**src/rtl/alu_issue_stage.sv**
```systemverilog
// Issue stage in front of the 16-bit ALU: decodes opcodes, forwards operands, and
// tracks each instruction through the ALU's one-cycle latency to writeback.
module alu_issue_stage #(
  parameter int WIDTH = 16,
  parameter int RADDR = 3
) (
  input  logic             CLK,
  input  logic             RST,
  input  logic             InValid,
  output logic             InReady,
  input  logic [3:0]       InOpcode,
  input  logic [RADDR-1:0] InRsAddr,
  input  logic [RADDR-1:0] InRtAddr,
  input  logic [WIDTH-1:0] InRsData,
  input  logic [WIDTH-1:0] InRtData,
  input  logic [WIDTH-1:0] InImm,
  input  logic [RADDR-1:0] InDest,
  output logic [WIDTH-1:0] FirstInput,
  output logic [WIDTH-1:0] SecondInput,
  output logic [2:0]       ALUOp,
  input  logic [WIDTH-1:0] AluResult,
  input  logic             AluZero,
  output logic             ResultValid,
  output logic [WIDTH-1:0] ResultData,
  output logic [RADDR-1:0] ResultDest,
  output logic             ResultWriteEn,
  output logic             BranchTaken,
  output logic             IllegalOp
);

  typedef enum logic [1:0] {BR_NONE, BR_EQ, BR_NE} br_e;

  logic             iss_valid_q, ex_valid_q;
  logic             iss_we_q, ex_we_q;
  logic [RADDR-1:0] iss_dest_q, ex_dest_q;
  br_e              iss_br_q, ex_br_q;
  logic [WIDTH-1:0] first_q, second_q;
  logic [2:0]       aluop_q;
  logic             illegal_q;

  logic             iss_valid_d, iss_we_d;
  logic [RADDR-1:0] iss_dest_d;
  br_e              iss_br_d;
  logic [WIDTH-1:0] first_d, second_d;
  logic [2:0]       aluop_d;

  logic [2:0]       dec_op;
  logic             dec_we, dec_imm, dec_ill;
  br_e              dec_br;
  logic             hazard, accept, fwd_rs, fwd_rt;
  logic [WIDTH-1:0] rs_val, rt_val;

  always_comb begin
    dec_op  = 3'd0;
    dec_we  = 1'b0;
    dec_imm = 1'b0;
    dec_ill = 1'b0;
    dec_br  = BR_NONE;
    case (InOpcode)
      4'd0: ;
      4'd1, 4'd2, 4'd3, 4'd4, 4'd5, 4'd6, 4'd7: begin
        dec_op = InOpcode[2:0];
        dec_we = 1'b1;
      end
      4'd8: begin
        dec_op  = 3'd1;
        dec_we  = 1'b1;
        dec_imm = 1'b1;
      end
      4'd9: begin
        dec_op = 3'd2;
        dec_br = BR_EQ;
      end
      4'd10: begin
        dec_op = 3'd2;
        dec_br = BR_NE;
      end
      default: dec_ill = 1'b1;
    endcase
  end

  // The ISSUE result is not available until next cycle, so a read of it must stall once.
  assign hazard  = iss_valid_q && iss_we_q &&
                   ((iss_dest_q == InRsAddr) || (!dec_imm && (iss_dest_q == InRtAddr)));
  assign InReady = !RST && !hazard;
  assign accept  = InValid && InReady;

  assign fwd_rs = ex_valid_q && ex_we_q && (ex_dest_q == InRsAddr);
  assign fwd_rt = ex_valid_q && ex_we_q && (ex_dest_q == InRtAddr);
  assign rs_val = fwd_rs ? AluResult : InRsData;
  assign rt_val = fwd_rt ? AluResult : InRtData;

  always_comb begin
    iss_valid_d = accept;
    iss_we_d    = accept && dec_we;
    iss_dest_d  = accept ? InDest : '0;
    iss_br_d    = accept ? dec_br : BR_NONE;
    first_d     = accept ? rs_val : '0;
    second_d    = accept ? (dec_imm ? InImm : rt_val) : '0;
    aluop_d     = accept ? dec_op : 3'd0;
  end

  always_ff @(posedge CLK) begin
    if (RST) begin
      iss_valid_q <= 1'b0;
      iss_we_q    <= 1'b0;
      iss_dest_q  <= '0;
      iss_br_q    <= BR_NONE;
      ex_valid_q  <= 1'b0;
      ex_we_q     <= 1'b0;
      ex_dest_q   <= '0;
      ex_br_q     <= BR_NONE;
      first_q     <= '0;
      second_q    <= '0;
      aluop_q     <= 3'd0;
      illegal_q   <= 1'b0;
    end else begin
      iss_valid_q <= iss_valid_d;
      iss_we_q    <= iss_we_d;
      iss_dest_q  <= iss_dest_d;
      iss_br_q    <= iss_br_d;
      ex_valid_q  <= iss_valid_q;
      ex_we_q     <= iss_we_q;
      ex_dest_q   <= iss_dest_q;
      ex_br_q     <= iss_br_q;
      first_q     <= first_d;
      second_q    <= second_d;
      aluop_q     <= aluop_d;
      if (accept && dec_ill) illegal_q <= 1'b1;
    end
  end

  assign FirstInput    = first_q;
  assign SecondInput   = second_q;
  assign ALUOp         = aluop_q;
  assign ResultValid   = ex_valid_q;
  assign ResultData    = AluResult;
  assign ResultDest    = ex_dest_q;
  assign ResultWriteEn = ex_valid_q && ex_we_q;
  assign BranchTaken   = ex_valid_q &&
                         (((ex_br_q == BR_EQ) && AluZero) || ((ex_br_q == BR_NE) && !AluZero));
  assign IllegalOp     = illegal_q;

endmodule
```
**config.mk**
```make
export PLATFORM = sky130hd
export DESIGN_NAME = alu_issue_stage
export DESIGN_NICKNAME = d
export VERILOG_FILES = /design/src/rtl/alu_issue_stage.sv
export SDC_FILE = /design/constraint.sdc
export NUM_CORES = 1
export LEC_CHECK = 0
export BUFFER_PORTS_ARGS = -buffer_cell sky130_fd_sc_hd__buf_2
export CELL_PAD_IN_SITES_DETAIL_PLACEMENT = 1
export CELL_PAD_IN_SITES_GLOBAL_PLACEMENT = 1
export CORE_MARGIN = 3
export CORE_UTILIZATION = 31
export CTS_BUF_LIST = sky130_fd_sc_hd__clkbuf_2 sky130_fd_sc_hd__clkbuf_4 sky130_fd_sc_hd__clkbuf_8
export CTS_CLUSTER_DIAMETER = 120
export DETAILED_ROUTE_END_ITERATION = 6
export PLACE_DENSITY_LB_ADDON = 0.15
export RECOVER_POWER = 50
export SLEW_MARGIN = 10
export SYNTH_ARGS = -nofsm -noshare
export SYNTH_HDL_FRONTEND = slang
export SYNTH_SLANG_ARGS = --single-unit
export TNS_END_PERCENT = 10
```
**constraint.sdc**
```tcl
create_clock -name CLK -period 2.4 [get_ports CLK]
set_clock_uncertainty 0.2 [all_clocks]
set_input_delay 0.6 -clock CLK [delete_from_list [all_inputs] [get_ports CLK]]
set_output_delay 0.6 -clock CLK [all_outputs]
set_load 0.1 [all_outputs]
```
# [Word-level counts from Yosys, hierarchy flattened]
# Index checks and enable logic that the tools add are counted.
[totals] inputBits=81 regBits=50 output_inout_bits=59
[op_classes] bitwise=1 eq_ne=16 mux=8 n_reduce_logical=25
[op_table] operator="16-bit two-way mux" n=3
[op_table] operator="4-bit by 3-bit == test with 1-bit output, second input constant" n=4
[op_table] operator="1-bit logical AND" n=13
[op_table] operator="3-bit == test" n=4
[op_table] operator="4-bit == test, second input constant" n=3
[op_table] operator="11-bit OR reduction" n=1
[op_table] operator="3-bit one-hot mux with 3 select lines" n=1
[op_table] operator="4-bit by 2-bit == test with 1-bit output, second input constant" n=2
[op_table] operator="8-bit OR reduction" n=1
[op_table] operator="7-bit OR reduction" n=1
[op_table] operator="4-bit by 1-bit == test with 1-bit output, second input constant" n=1
[op_table] operator="1-bit zero test" n=4
[op_table] operator="4-bit zero test" n=1
[op_table] operator="2-bit one-hot mux with 2 select lines" n=1
[op_table] operator="2-bit OR reduction" n=2
[op_table] operator="1-bit two-way mux" n=3
[op_table] operator="2-bit by 1-bit == test with 1-bit output, second input constant" n=1
[op_table] operator="2-bit == test, second input constant" n=1
[op_table] operator="1-bit logical OR" n=2
[op_table] operator="1-bit inverter" n=1

# [Depth between registers and ports, before layout]
# Gate-level depths: netlist of the first run.
[logic_depth] word_depth=11 depth_mapped=5

# [Worst setup path before layout of the first run]
# Ideal clock, no wire load.
[synth_path] path_type="input -> output" start="input InOpcode[2]" end="output InReady" required_time_ns=1.600 path_stages=3 n_path_buf=0 t_arrival_ns=3.399 slack_ns=-1.799 cell_sequence="nor3_1 a211oi_1 a311oi_1"
[synth_between] elab_chain_cells=8
[synth_rtl] item="from (decl)" line_no="11" source="input logic [3:0] InOpcode,"
[synth_rtl] item="4-bit == test" line_no="59" source="case (InOpcode)"
[synth_rtl] item="1-bit two-way mux" line_no="59"
[synth_rtl] item="1-bit zero test" line_no="84" source="((iss_dest_q == InRsAddr) || (!dec_imm && (iss_dest_q == InRtAddr)));"
[synth_rtl] item="1-bit logical AND" line_no="84"
[synth_rtl] item="1-bit logical OR" line_no="84"
[synth_rtl] item="1-bit logical AND" line_no="83" source="assign hazard = iss_valid_q && iss_we_q &&"
[synth_rtl] item="1-bit zero test" line_no="85" source="assign InReady = !RST && !hazard;"
[synth_rtl] item="1-bit logical AND" line_no="85"
[synth_rtl] item="to (decl)" line_no="10" source="output logic InReady,"
# Every way passes these cells.

# [Worst setup path in the final report of the first run]
[layout_path] start="input InRsAddr[1]" end="output InReady"
[layout_between] elab_chain_cells=5
[layout_rtl] item="from (decl)" line_no="12" source="input logic [RADDR-1:0] InRsAddr,"
[layout_rtl] item="3-bit == test" line_no="84"
[layout_rtl] item="1-bit logical OR" line_no="84"
[layout_rtl] item="1-bit logical AND" line_no="83"
[layout_rtl] item="1-bit zero test" line_no="85"
[layout_rtl] item="1-bit logical AND" line_no="85"
# Every way passes these cells.

==> results.json, run 1 <==
{
  "outcome": "finished with violations",
  "violations": "negative setup slack",
  "power_switching_w": 0.0007201,
  "antenna_left": 0,
  "cts_buffers": 5,
  "post-route-util": 0.4898,
  "antenna_found_initial": 0,
  "ys_top_cells_by_area": "dfxtp_1 46%, mux2i_1 15%, buf_4 5.9%, a211oi_2 5.8%, nor2_1 5.7%",
  "initial_core_util": 0.3313,
  "synthSimpleGateAreaFrac": 0.1484,
  "grt_pass1_vias": 2115,
  "clock.fmax_ghz": 0.4051,
  "worstSkewPairLatency_ns": 0.30,
  "fin_crit_ns": 2.469,
  "synthesis.nets": 292,
  "grt_max_degree": 35,
  "syn_avg_cell_area_um2": 10.31,
  "leakagePower_nw": 1.503,
  "relSlewSlack": 0.6682,
  "maxSlewViolCount": 0,
  "row_count": 29,
  "grt_util_all_layers": 0.1583,
  "synthToLayoutAreaGrowth_pct": 47.84,
  "synth_fa_ha_area_frac": 0,
  "num_vias": 1979,
  "p_comb_frac": 0.291,
  "setup-violations-final": 1,
  "syn_inst": 211,
  "multi_input_area_um2": 1075,
  "drv_cap": 0,
  "nets": 431,
  "drive_gt1_frac": 0.5470,
  "clk_pin_slew_ns": 0.09,
  "die_x_um": 89.78,
  "cpPeakStageDelay_ns": 0.35,
  "ctsHtreeMaxLevel": 2,
  "pin_count": 140,
  "powerDensity_nw_per_um2": 610.7,
  "fin_crit_sh": 1.029,
  "hold_viol_final": 0,
  "path_max_fanout": 2,
  "drc": 0,
  "cp-end-kind": "primary output",
  "start_kind": "primary input",
  "irDropWorstVdd_mv": 0.2432,
  "drt_iter0_drc": 26,
  "clkPwrFrac": 0.265,
  "syn_area_um2": 2176,
  "switching_share": 0.3665,
  "async_flop_share": 0,
  "drt-total-wl_um": 6442,
  "grt_overflow_total": 0,
  "rsz0062_at_grt": "true",
  "post_drt_wl_per_cell_um": 14.51,
  "dr.pass1.iters": 3,
  "fin_ws_ns": -0.06856,
  "synthXorXnorAreaFrac": 0.04830,
  "final_common_cell": "buf_2",
  "fin_setup_tns_ns": -0.06856,
  "place_congestion": 0.6988,
  "synth_compound_area_frac": 0.1093,
  "slowest_stage": "a311oi_4",
  "worst_ep_arrival_time_ns": 1.67,
  "power.share.sequential": 0.444,
  "yosysTopAreaCell": "dfxtp_1",
  "hold_buffers": 0,
  "synth_top_family_by_area": "simple AND/OR/NAND/NOR gates",
  "n_antenna_cell": 0,
  "p_int_w": 0.001245,
  "grt_pass1_wl_um": 10280,
  "worst_slew_pin_slew_ns": 0.5012,
  "hold_class": "register to register",
  "crit_path_frequent_cell": "buf_4",
  "cts_num_sinks": 50,
  "ys_seq_area_frac": 0.4600,
  "yosysTopAreaCellShare": 0.4600,
  "final_area_um2": 3217,
  "design.die.area_um2": 8060,
  "synth_edf_count": 0,
  "path_class": "primary input to primary output",
  "synthDistinctLibCells": 29,
  "path_cells": "buf_4 > xor2_4 > nor4_2 > buf_4 > a311oi_4 > buf_12",
  "vias_per_cell": 4.457,
  "placed_area_um2": 3043,
  "ys_ff_latch": 50,
  "dp_hpwl_um": 5016,
  "port_buffers": 139,
  "yosys_most_used_dff": "dfxtp_1",
  "synthMuxAreaShare": 0.1472,
  "clockBufferDepth": 2,
  "yosys_warnings": 0,
  "mostFrequentLayoutCells": "133 x buf_2, 46 x dfxtp_1, 33 x nor2_1",
  "coreArea_um2": 6568,
  "seqCellArea_um2": 1008,
  "fillers": 799,
  "die_h_um": 89.78,
  "root_buffer": "clkbuf_8",
  "cts_tree": "yes",
  "required_ns": 1.60
}
[worst paths after layout]
kind              cells after the start  slack, ns         endpoint           from
setup / recovery                      6      -0.07          InReady    InRsAddr[1]
hold / removal                        1       0.25       ex_br_q[0]    iss_br_q[0]
hold reg to reg                       1       0.25       ex_br_q[0]    iss_br_q[0]
setup reg to reg                      6       0.45  SecondInput[11]  iss_dest_q[1]
[cell usage after synthesis (all sizes together), types with 3 or more instances]
cell type and n:
xor2 10, inv 5, a211oi 17, nor2 33, buf 20, clkbuf 5
and3 3, nand2 4, nand2b 3, mux2i 32, nor2b 7, dfxtp 50
a21oi 5, nor4 4
[cell families (layout without fill, tap and decap cells)]
group           count (synthesis)  in the layout
flops                          50             50
xor+xnor                       12             12
buf+inv                        30            170
simple gates                   61             61
compound gates                 26             26
mux                            32             32
[flip-flops by register name (all words and copies together) (netlist names)]
name / cells
ex_we_q: 1
iss_dest_q: 3
ResultDest: 3
iss_we_q: 1
iss_br_q: 2
ResultValid: 1
iss_valid_q: 1
SecondInput: 16
ex_br_q: 2
IllegalOp: 1
ALUOp: 3
FirstInput: 16
[layer usage]
metal	share of wire	vias up	GRT usage
met5	0	-	0
met4	0.012	0	0.05747
met3	0.076	6	0.04341
met2	0.52	74	0.2901
met1	0.39	917	0.1742
li1	-	982	-
[repair_timing]
item / in CTS / in global routing
setup buffers: 2 / 0
endpoints found under the setup margin: 1 / 1
pin swaps: 4 / 4
gates resized for setup: 4 / 10
cloned: 0 / 0
[cell type report]
class | instances | area share
Multi-Input combinational cell | 131 | 0.3341
Clock inverter | 1 | 0.001556
Sequential cell | 50 | 0.3135
Clock buffer | 7 | 0.02800
Inverter | 5 | 0.005834
Tap cell | 93 | 0.03617
Timing Repair Buffer | 157 | 0.2808
[power by group through the flow]
| stage | sequential, W | clock, W | combinational, W |
|---|---|---|---|
| after floorplan | 0.00110 | 0 | 0.000217 |
| after global placement | 0.000891 | 0 | 0.000560 |
| after detailed placement | 0.000892 | 0 | 0.000565 |
| after CTS | 0.000873 | 0.000551 | 0.000571 |
| after global routing | 0.000878 | 0.000576 | 0.000601 |
| final | 0.000873 | 0.000520 | 0.000571 |
[worst max-delay path, delay by kind of cell]
| family | cells | cell delay, ns |
|---|---|---|
| AO/OA/AOI/OAI | 1 | 0.35 |
| XOR/XNOR | 1 | 0.14 |
| AND/OR/NAND/NOR | 1 | 0.07 |
| buffers and inverters | 3 | 0.49 |
[stage by stage]
stage / power (W) / std cells / setup WS, ns / hold WS (ns)
after floorplan: 0.001314 / 211 / -0.3297 / 0.2138
after global placement: 0.001452 / 434 / -0.1147 / 0.2226
after detailed placement: 0.001457 / 434 / -0.1357 / 0.2353
after CTS: 0.001995 / 444 / -0.06617 / 0.2565
after global routing: 0.002054 / 444 / -0.1101 / 0.2682
final: 0.001965 / 444 / -0.06856 / 0.2516
(Power assumes the default switching activity.)
==> run 2, diff against run 1 <==
- BUFFER_PORTS_ARGS: -buffer_cell sky130_fd_sc_hd__buf_2 -> -buffer_cell sky130_fd_sc_hd__buf_4
==> run 2 against run 1 <==
- total power grew 6.0%
- critical endpoint unchanged
- core utilization grew 5.4 points
- maximum frequency grew 2.5%
- cell area grew 11%
- via count grew 0.20%
- the run still ends with negative setup slack left
- largest cell class is now non-clock buffers
==> results.json, run 2 (synthesis results as in run 1) <==
{
  "outcome": "finished with violations",
  "violations": "negative setup slack",
  "cp-end-kind": "primary output",
  "grt_overflow_total": 0,
  "cts_num_sinks": 50,
  "clockBufferDepth": 2,
  "relSlewSlack": 0.7240,
  "port_buffers": 139,
  "start_kind": "primary input",
  "final_common_cell": "buf_4",
  "min_from": "iss_br_q[1]",
  "fillers": 746,
  "dr.pass1.iters": 4,
  "rsz0062_at_grt": "true",
  "hold_class": "register to register",
  "clock.fmax_ghz": 0.4151,
  "antenna_left": 0,
  "drv_cap": 0,
  "rr_startpoint": "iss_dest_q[2]",
  "fin_crit_ns": 2.409,
  "antenna_found_initial": 0,
  "drt_iter0_drc": 30,
  "irDropWorstVdd_mv": 0.2179,
  "die_x_um": 89.78,
  "post-route-util": 0.5435,
  "fin_crit_sh": 1.004,
  "n_antenna_cell": 0,
  "hold_depth": 1,
  "die_h_um": 89.78,
  "grt_pass1_wl_um": 10790,
  "hold_buffers": 0,
  "clk_pin_slew_ns": 0.09,
  "reg2reg_depth": 6,
  "post_drt_wl_per_cell_um": 14.90,
  "place_congestion": 0.7212,
  "ctsHtreeMaxLevel": 2,
  "initial_core_util": 0.3313,
  "path_class": "primary input to primary output",
  "fin_ws_ns": -0.008805,
  "grt_util_all_layers": 0.1668,
  "num_vias": 1983,
  "worst_slew_pin_slew_ns": 0.4111,
  "row_count": 29,
  "drive_gt1_frac": 0.5457,
  "worst_ep_arrival_time_ns": 1.61,
  "vias_per_cell": 4.476,
  "worst_hold_path.endpoint": "ex_br_q[1]",
  "worstSkewPairLatency_ns": 0.30,
  "dp_hpwl_um": 5178,
  "root_buffer": "clkbuf_8",
  "nets": 430,
  "drc": 0,
  "leakagePower_nw": 1.591,
  "synthToLayoutAreaGrowth_pct": 64.06,
  "cts_tree": "yes",
  "pin_count": 140,
  "path_max_fanout": 2,
  "grt_max_degree": 35,
  "cts_buffers": 5,
  "r2r-end": "iss_br_q[0]",
  "design.die.area_um2": 8060,
  "hold_ws_ns": 0.2415,
  "setup-violations-final": 1,
  "maxSlewViolCount": 0,
  "powerDensity_nw_per_um2": 583.4,
  "mostFrequentLayoutCells": "150 x buf_4, 47 x dfxtp_1, 33 x nor2_1",
  "r2r_slack_ns": 0.41,
  "hold_viol_final": 0,
  "required_ns": 1.60,
  "grt_pass1_vias": 2141,
  "coreArea_um2": 6568,
  "drt-total-wl_um": 6600
}
==> run 2: cell count changes in the layout (fill, tap and decap cells not counted), sizes merged <==
cell    delta
clkbuf     +1
buf        -1
clkinv     -1
==> run 2: how the worst max path moves through the flow <==
stage | end | slack (ns) | from | cells past startpoint
after floorplan | InReady | -0.33 | InOpcode[2] | 3
after global placement | InReady | -0.20 | InOpcode[2] | 5
after detailed placement | InReady | -0.24 | InRsAddr[2] | 5
after CTS | InReady | -0.01 | InOpcode[0] | 5
after global routing | InReady | -0.05 | InOpcode[0] | 5
final | InReady | -0.009 | InOpcode[0] | 5
==> run 2: timing repair <==
action                                  in CTS  in global routing
buffers inserted                             5                  0
resized for setup                           12                  3
pin swaps                                    5                  2
endpoints found under the setup margin       1                  1
==> run 2: per-layer routing <==
metal / up-vias / part of all wire / global-route usage / wire [µm]
met1: 929 / 0.38 / 0.1815 / 2479
met5: - / 0 / 0 / 0
li1: 978 / - / - / -
met2: 74 / 0.53 / 0.3026 / 3493
met3: 2 / 0.090 / 0.07012 / 595
met4: 0 / 0.0048 / 0.03448 / 32
==> run 2: where the power goes <==
group / switching [W] / leakage, nW / internal [W]
Combinational: 0.000436 / 1.12 / 0.000200
Clock: 0.000280 / 0.0575 / 0.000292
Sequential: 0.0000130 / 0.411 / 0.000862
Total: 0.000728 / 1.59 / 0.00135
==> run 2: metrics by stage <==
stage	setup WS (ns)	setup TNS, ns	total power [W]	cell area [µm²]	instances
after global placement	-0.1962	-0.1962	0.001513	3351	431
after CTS	-0.01276	-0.01276	0.002108	3546	443
final	-0.008805	-0.008805	0.002083	3570	443
after floorplan	-0.3297	-4.493	0.001314	2225	211
after global routing	-0.05328	-0.05328	0.002183	3570	443
after detailed placement	-0.2420	-1.828	0.001518	3351	431
==> run 2: final cells by class <==
type                            count  area (µm²)  share of cell area
Timing Repair Buffer              156        1232              0.3453
Multi-Input combinational cell    131        1087              0.3046
Sequential cell                    50        1005              0.2815
Clock buffer                        8       110.1             0.03084
Inverter                            5       18.77            0.005258
Tap cell                           93       116.4             0.03260
==> run 2: critical path, stage by stage <==
cell and delay, ns:
buf_8 0.10, nor3_4 0.22, a211oi_4 0.11, a311oi_4 0.35, buf_12 0.22
